File: src/rtl/i2c_req_arbiter.sv
// i2c_req_arbiter: round-robin sharing of one I2C master engine between NREQ requesters.
// Define I2C_ARB_TIMEOUT_EN to abort a transfer whose m_done never arrives within TIMEOUT_CYC cycles.
module i2c_req_arbiter #(
    parameter int NREQ        = 4,
    parameter int TIMEOUT_CYC = 400000
) (
    input  logic              clk,
    input  logic              rst,
    input  logic [NREQ-1:0]   req,
    input  logic [NREQ-1:0]   req_op,
    input  logic [7*NREQ-1:0] req_addr,
    input  logic [8*NREQ-1:0] req_wdata,
    output logic [NREQ-1:0]   req_gnt,
    output logic [NREQ-1:0]   req_done,
    output logic [NREQ-1:0]   req_err,
    output logic [7:0]        rdata,
    output logic              m_newd,
    output logic              m_op,
    output logic [6:0]        m_addr,
    output logic [7:0]        m_din,
    input  logic [7:0]        m_dout,
    input  logic              m_busy,
    input  logic              m_ack_err,
    input  logic              m_done,
    output logic              timeout
);
    localparam int IW = $clog2(NREQ);

    typedef enum logic [2:0] {IDLE, GRANT, ISSUE, WAIT, RESP, RELEASE} state_t;

    state_t          state_q, state_d;
    logic [IW-1:0]   rr_q, rr_d, idx_q, idx_d, pick;
    logic            op_q, op_d, err_q, err_d;
    logic [6:0]      addr_q, addr_d;
    logic [7:0]      din_q, din_d, rdata_q, rdata_d;
    logic [NREQ-1:0] onehot;
`ifdef I2C_ARB_TIMEOUT_EN
    localparam int CW = $clog2(TIMEOUT_CYC + 1);
    logic [CW-1:0]   cnt_q, cnt_d;
    logic            to_q, to_d;
`endif

    // Scan downward so the requester closest to rr_q is the last (winning) assignment.
    always_comb begin
        pick = '0;
        for (int k = NREQ - 1; k >= 0; k--)
            if (req[(int'(rr_q) + k) % NREQ]) pick = IW'((int'(rr_q) + k) % NREQ);
    end

    always_comb begin
        state_d = state_q;
        rr_d    = rr_q;
        idx_d   = idx_q;
        op_d    = op_q;
        addr_d  = addr_q;
        din_d   = din_q;
        rdata_d = rdata_q;
        err_d   = err_q;
`ifdef I2C_ARB_TIMEOUT_EN
        cnt_d   = cnt_q;
        to_d    = to_q;
`endif
        case (state_q)
            IDLE: if (|req) begin
                state_d = GRANT;
                idx_d   = pick;
                op_d    = req_op[pick];
                addr_d  = req_addr[7*int'(pick) +: 7];
                din_d   = req_wdata[8*int'(pick) +: 8];
            end
            GRANT: if (!m_busy) state_d = ISSUE;
            ISSUE: begin
                state_d = WAIT;
`ifdef I2C_ARB_TIMEOUT_EN
                cnt_d   = CW'(TIMEOUT_CYC);
`endif
            end
            WAIT: if (m_done) begin
                state_d = RESP;
                rdata_d = op_q ? m_dout : rdata_q;
                err_d   = m_ack_err;
            end
`ifdef I2C_ARB_TIMEOUT_EN
            else if (cnt_q == CW'(1)) begin
                state_d = RESP;
                rdata_d = 8'h00;
                err_d   = 1'b1;
                to_d    = 1'b1;
            end else cnt_d = cnt_q - 1'b1;
`endif
            RESP: begin
                state_d = RELEASE;
                rr_d    = (idx_q == IW'(NREQ - 1)) ? '0 : idx_q + 1'b1;
            end
            default: state_d = IDLE;
        endcase
    end

    always_ff @(posedge clk or negedge rst) begin
        if (!rst) begin
            state_q <= IDLE;
            rr_q    <= '0;
            idx_q   <= '0;
            op_q    <= 1'b0;
            addr_q  <= '0;
            din_q   <= '0;
            rdata_q <= '0;
            err_q   <= 1'b0;
`ifdef I2C_ARB_TIMEOUT_EN
            cnt_q   <= '0;
            to_q    <= 1'b0;
`endif
        end else begin
            state_q <= state_d;
            rr_q    <= rr_d;
            idx_q   <= idx_d;
            op_q    <= op_d;
            addr_q  <= addr_d;
            din_q   <= din_d;
            rdata_q <= rdata_d;
            err_q   <= err_d;
`ifdef I2C_ARB_TIMEOUT_EN
            cnt_q   <= cnt_d;
            to_q    <= to_d;
`endif
        end
    end

    assign onehot   = NREQ'(1) << idx_q;
    assign req_gnt  = (state_q inside {GRANT, ISSUE, WAIT}) ? onehot : '0;
    assign req_done = (state_q == RESP) ? onehot : '0;
    assign req_err  = (state_q == RESP && err_q) ? onehot : '0;
    assign m_newd   = state_q == ISSUE;
    assign m_op     = op_q;
    assign m_addr   = addr_q;
    assign m_din    = din_q;
    assign rdata    = rdata_q;
`ifdef I2C_ARB_TIMEOUT_EN
    assign timeout  = to_q;
`else
    assign timeout  = 1'b0 && (TIMEOUT_CYC > 0);
`endif
endmodule

File: config.mk
export PLATFORM = sky130hd
export DESIGN_NAME = i2c_req_arbiter
export DESIGN_NICKNAME = d
export VERILOG_FILES = /design/src/rtl/i2c_req_arbiter.sv
export SDC_FILE = /design/constraint.sdc
export NUM_CORES = 1
export LEC_CHECK = 0
export CORE_MARGIN = 2
export CORE_UTILIZATION = 39
export CTS_CLUSTER_DIAMETER = 50
export DETAILED_ROUTE_END_ITERATION = 16
export PLACE_DENSITY = 0.81
export SLEW_MARGIN = 10
export SYNTH_ARGS = -nofsm -noshare
export SYNTH_HDL_FRONTEND = slang
export SYNTH_SLANG_ARGS = --single-unit
File: constraint.sdc
create_clock -name clk -period 1.9 [get_ports clk]
set_clock_uncertainty 0.05 [all_clocks]
set_input_delay 0.475 -clock clk [delete_from_list [all_inputs] [get_ports clk]]
set_output_delay 0.475 -clock clk [all_outputs]
set_load 0.02 [all_outputs]
* Word-level counts from Yosys, hierarchy flattened
Index checks and enable logic that the tools add are counted.
** Cells by class
- $add $sub $neg :: 4
- $mul :: 1
- Div/mod/pow operators :: 0
- Magnitude comparators :: 5
- Eq/ne operators :: 8
- Shift operators :: 3
- Muxes and demuxes :: 25
- Bitwise operators :: 3
- Reduce and logical (&&, ||, !) cells :: 11
** Operators by type and width (count)
- $shiftx 32x6->8 :: 1
- $shiftx 28x6->7 :: 1
- $pmux 3 s5 :: 1
- $lt 3x4->1 const B :: 3
- $mux 4 :: 3
- $bmux 1 s2 :: 5
- $mux 2 :: 5
- $mux 3 :: 3
- $mux 1 :: 8
- $eq 3x2->1 const B :: 2
- $lt 2x3->1 const B :: 2
- $ne 2x2->1 const B :: 3
- $reduce_and 3->1 :: 2
- $reduce_or 2->1 :: 3
- $mul 3x2->5 const A :: 1
- $add 2x1->2 const B :: 2
- $add 2x2->2 const B :: 2
- $reduce_and 2->1 :: 2
- $reduce_or 4->1 :: 1
- $shl 1x2->4 const A :: 1
- $and 1x1->1 const A :: 3
- $eq 3x1->1 const B :: 1
- $eq 3x3->1 const B :: 1
- $logic_not 3->1 :: 1
- 3 further kinds :: 3
** Word-level totals
- Flip-flop bits (word level) :: 32
- Latch bits :: 0
- RAM bits :: 0
- ROM bits :: 0
- Bits of input ports :: 81
- Output and inout port bits :: 38
- Logic and storage cells :: 68
- Memories :: 0

* Logic depth before layout (Yosys ltp)
- Depth after elaboration :: 12
- Depth in mapped cells :: 7
- Depth with buffers taken out :: 5

* Worst setup path before layout
No wires, ideal clock.
- Kind :: input -> register
- From :: input req[1]
- To :: register addr_q[0], in the netlist m_addr[0]
- Setup time :: 0.134 ns
- Data arrival time :: 1.626 ns
- Data required time :: 1.716 ns
- Slack :: 0.090 ns
- Stages :: 6
- Path buffers :: 2
- Cells stage by stage :: or4_4 nand3b_4 buf_8 o21bai_4 buf_12 o211ai_2
** On the way
- Word-level cells in the longest chain between the ends :: 9
- Elaborated cells on any way between the ends :: 19
- Those cells by class :: mul (1); shift (1); mux (15); reduce/logical (2)
** Ends and longest elaborated chain
- start: declaration :: RTL line 9 : input logic [NREQ-1:0] req,
- $bmux 1 s2 :: RTL line 47 : if (req[(int'(rr_q) + k) % NREQ]) pick = IW'((int'(rr_q) + k) % NREQ);
- $mux 1 (implied by the code) (2 in a row) :: RTL line 47
- $mux 2 (4 in a row) :: RTL line 47
- $mul 3x2->5 :: RTL line 68 : addr_d = req_addr[7*int'(pick) +: 7];
- $shiftx 28x6->7 :: RTL line 68
- end signal: assignment :: RTL line 118 : addr_q <= addr_d;
- end: declaration :: RTL line 34 : logic [6:0] addr_q, addr_d;
Parallel ways exist; a longest one is shown, timed or not. The select of a mux whose other input is x is not followed.
A chain may end at the register's enable or synchronous reset.

* Worst setup path in the final report
- From :: register idx_q[0]
- To :: output req_done[1]
** On the way
- Word-level cells in the longest chain between the ends :: 2
** Ends and longest elaborated chain
- start: declaration :: RTL line 32 : logic [IW-1:0] rr_q, rr_d, idx_q, idx_d, pick;
- start signal: assignment :: RTL line 116 : idx_q <= idx_d;
- $shl 1x2->4 :: RTL line 129 : assign onehot = NREQ'(1) << idx_q;
- $mux 4 :: RTL line 131 : assign req_done = (state_q == RESP) ? onehot : '0;
- end: declaration :: RTL line 14 : output logic [NREQ-1:0] req_done,
No other way between the ends.

==> results.md <==
- The run finished with clean final reports.
- The critical path goes through buf_4 > ha_2 > and3_1 > buf_6.
- The post-synth net total is 297.
- The combined area of the multi-input logic cells is 1219 um^2.
- Of all cell types, the one taking the most synthesized area is dfrtp_1.
- The number of routed nets with antenna violations is 0.
- The sequential share of power is 25.7%.
- The die outline area is 6047 um^2.
- The part of the Yosys area used for sequential elements is 37.74%.
- The kind of critical path is flip-flop to output pin.
- Summed over all cells, the static leakage comes to 1.718 nW.
- The distinct cell type count after synthesis is 37.
- The count of routing violations after the opening detailed-route iteration is 99.
- The worst setup path is captured at an output pin.
- The number of nets at the end of the flow is 440.
- The repair_antennas step left the layout with diodes totalling 0.
- Row generation in the floorplan step produced 26 rows.
- The core region is 5172 um^2.
- Counting I/O delays and the setup requirement, the final critical path takes 1849 ps.
- The finished cells cover 3662 um^2.
- The worst-path cell with the longest stage delay is dfrtp_1.
- The later pin in the worst-skew pair is clocked with a latency of 280 ps.
- The internal portion of total power is 2.908 mW.
- Across all layers, the routed design uses 2144 vias.
- Setup violations remaining at the end of the flow were counted as 0.
- The height of the die is 77.77 um.
- The final critical-path setup slack is 50.89 ps.
- Ranked by total cell area, the synthesized netlist is headed by dfrtp_1, mux2i_1, and3_1, o211ai_2, a21boi_0.
- The relative contribution of combinational cells to total power is 63.6%.
- The required time of the critical path is 1370 ps.
- The min-delay analysis places its worst path in the category input pin to asynchronous set/reset pin.
- In this run the cell area of the synthesized design comes to 2122 um^2.
- The final max-slew violation count is 0.
- The number of remaining DRC errors is 0.
- The fraction of layout instances using a drive strength above 1 is 24.72%.
- The clock tree from TritonCTS is built.
- The global router's overall resource usage is 21.31%.
- The deepest clock path buffer count is 2.
- The final layout contains routed wiring with a total length of 6173 um.
- Relative to the synthesized area, the layout overhead comes to 72.58%.
- Of the post-synthesis cell area, the dominant cell type holds 37.74%.
- In this design, the stage delay of the slowest critical-path cell is 410 ps.
- The sort of element at the start of the critical path is a flip-flop.
- The post-synthesis sequential element count is 32.
- In this run the horizontal extent of the chip is 77.77 um.
- The final critical path takes up 97.32% of the cycle.
- Data arrives at the worst endpoint at 1320 ps.
- During placement, the flow inserted port buffers numbering 117.
- Summed over all failing endpoints, the final setup total negative slack is 0 ps.
- The share of the core filled with cells is 70.80%.
- Setup repair after global routing could not meet its margin everywhere.
- During synthesis, Yosys emitted a total of 0 warnings.
- The via count of the first global-routing pass is 2197.
- The share of total power consumed by net switching is 39.79%.
- The average footprint of a synthesized cell is 10.01 um^2.
- CTS placed an instance of clkbuf_8 at the clock tree root.
- The synthesized netlist cell count is 212.
- The number of H-tree levels is 2.
- The critical path's top delay family is flip-flops.
- For this design the top-level I/O count stands at 119.
- For this run, the top clock speed supported by timing is 540.8 MHz.
- Before antenna repair, the detailed router went through 4 iterations.
- The slew at the pin closest to its max-slew limit is 731.4 ps.
- The number of buffers created by CTS is 5.
- OpenSTA, run right after detailed placement, puts the worst setup slack at -738.6 ps.
- The wire length of the first global-routing pass is 10340 um.
- The worst-path maximum fanout is 4.
- The share of total power dissipated in the clock network is 10.7%.
- The fill cell total of the finished layout is 401.
- The instance area after placement is 3461 um^2.
- The average wire per cell in the routed design is 14.49 um.
- In this run the power density over the cells is 1319 nW/um^2.
- Counting both buffers and inverters, the worst setup path holds a total of 2.
- The area taken by flip-flops and latches is 800.8 um^2.
- The analysis attributes to net switching a power of 1.922 mW.
- The final global-route overflow total is 0.
- After clock tree synthesis, the clock-pin slew on the worst setup and hold paths is 70 ps.
- The initial antenna violation count came to 0.
- The total of max-cap violations is 0.
- The number of hold violations in the final report is 0.
- The final RePlAce weighted congestion is 0.7921.
- The worst-case IR drop observed on VDD is 0.7114 mV.
- The post-detailed-route via-to-cell ratio is 5.033.
- The half-perimeter wire length after placement is 4591 um.
- The clock drives 32 sinks.
- The design draws 4.831 mW.
- The initial utilization of the core area, before any placement, comes to 41.03%.
- The maximum number of pins on one net before global-route repair is 33.
- Headroom to the max-slew limit came out at 51.24%.
==> power by group through the flow <==
| stage | clock, mW | combinational [mW] | sequential [mW] |
|---|---|---|---|
| after CTS | 0.529 | 3.04 | 1.23 |
| after floorplan | 0 | 1.36 | 1.52 |
| after global placement | 0 | 2.77 | 1.22 |
| after global routing | 0.559 | 3.32 | 1.30 |
| final | 0.515 | 3.07 | 1.24 |
| after detailed placement | 0 | 2.84 | 1.24 |
==> path summary, 6_finish.rpt <==
kind	from	to	slack (ps)	depth (start not counted)
setup reg to reg	rr_q[1]$_DFFE_PN0P_	m_din[0]$_DFFE_PN0P_	120	6
min in group clk	rdata[1]$_DFFE_PN0P_	rdata[1]$_DFFE_PN0P_	460	1
max in group asynchronous	rst	idx_q[0]$_DFFE_PN0P_	1130	1
hold / removal	rst	rr_q[0]$_DFFE_PN0P_	200	1
setup / recovery	idx_q[0]$_DFFE_PN0P_	req_done[1]	50	4
hold reg to reg	rdata[1]$_DFFE_PN0P_	rdata[1]$_DFFE_PN0P_	460	1
==> kinds of logic after synthesis <==
family	Yosys count	share of synthesized area [%]
and+or+nand+nor	74	19.04
AOI/OAI and AO/OA	58	21.70
DFF	32	37.74
muxes	26	12.79
buffers and inverters	17	6.191
adders and majority gates	4	2.359
other	1	0.1767
==> synth_stat cells <==
library cell and count:
a21oi_1 1, nor2_1 6, nand2b_1 4, a21boi_0 16, or4_4 1, o31ai_1 1
conb_1 1, buf_2 2, and3_1 24, nand3b_4 1, or2_2 1, o211ai_2 10
nor3_2 1, and2_1 5, buf_4 1, o41ai_1 1, mux2i_1 17, mux2_2 9
nor3b_1 1, dfrtp_1 32, a211oi_1 1, clkbuf_2 1, buf_12 3, a22oi_1 1
and2_4 1, nor2_2 1, nand2_1 28, buf_8 1, o21ai_1 2, clkbuf_1 6
o21ai_0 15, o21bai_4 1, inv_1 3, a2bb2oi_2 1, a21o_1 2, ha_1 4
o211ai_1 6
==> registers in the layout, summed over array words and instances (netlist names) <==
name / cells
m_din: 8
rdata: 8
m_addr: 7
state_q: 3
idx_q: 2
rr_q: 2
err_q: 1
m_op: 1
==> area by class of cell <==
class                      instances  area share, %
sequential                        32          21.87
tap                               70          2.392
multi-input combinational        163          33.28
timing repair buffer             150          39.77
clock buffer                       5          1.879
inverter                           3         0.3075
clock inverter                     3         0.5125
==> through the flow <==
step                instances  hold slack [ps]
floorplan                 212            129.4
global placement          409            423.8
detailed placement        409            430.8
CTS                       424            224.0
global route              426            252.7
finish                    426            201.7
==> cells in the final DEF, fill, tap and decap left out, types with 2 or more instances in the layout <==
cell type,count
a21boi_0,16
a21o_1,2
and2_1,4
and2_4,2
and3_1,24
buf_12,6
buf_2,12
buf_4,24
buf_6,3
clkbuf_8,5
clkdlybuf4s50_1,99
clkinv_2,2
dfrtp_1,32
dlygate4sd2_1,3
ha_1,2
ha_2,2
inv_1,2
mux2_2,9
mux2i_1,17
nand2_1,28
nand2b_1,4
nor2_1,5
nor2_2,2
o211ai_1,6
o211ai_2,10
o21ai_0,13
o21ai_1,4
==> routing by layer <==
metal | track usage [%] | vias up | share of wire, %
li1 | - | 1045 | -
met1 | 24.49 | 1008 | 39
met2 | 38.10 | 84 | 52
met3 | 7.326 | 7 | 8.0
met4 | 4.464 | 0 | 0.83
met5 | 0 | - | 0
==> timing repair <==
action                     CTS  global route
pin swaps                    3             2
setup buffers                6             2
hold buffers                 0             0
cloned                       1             0
gates resized for setup     59            11
setup endpoints to repair   31            20
Note: power is estimated with default switching activity, not from simulation.
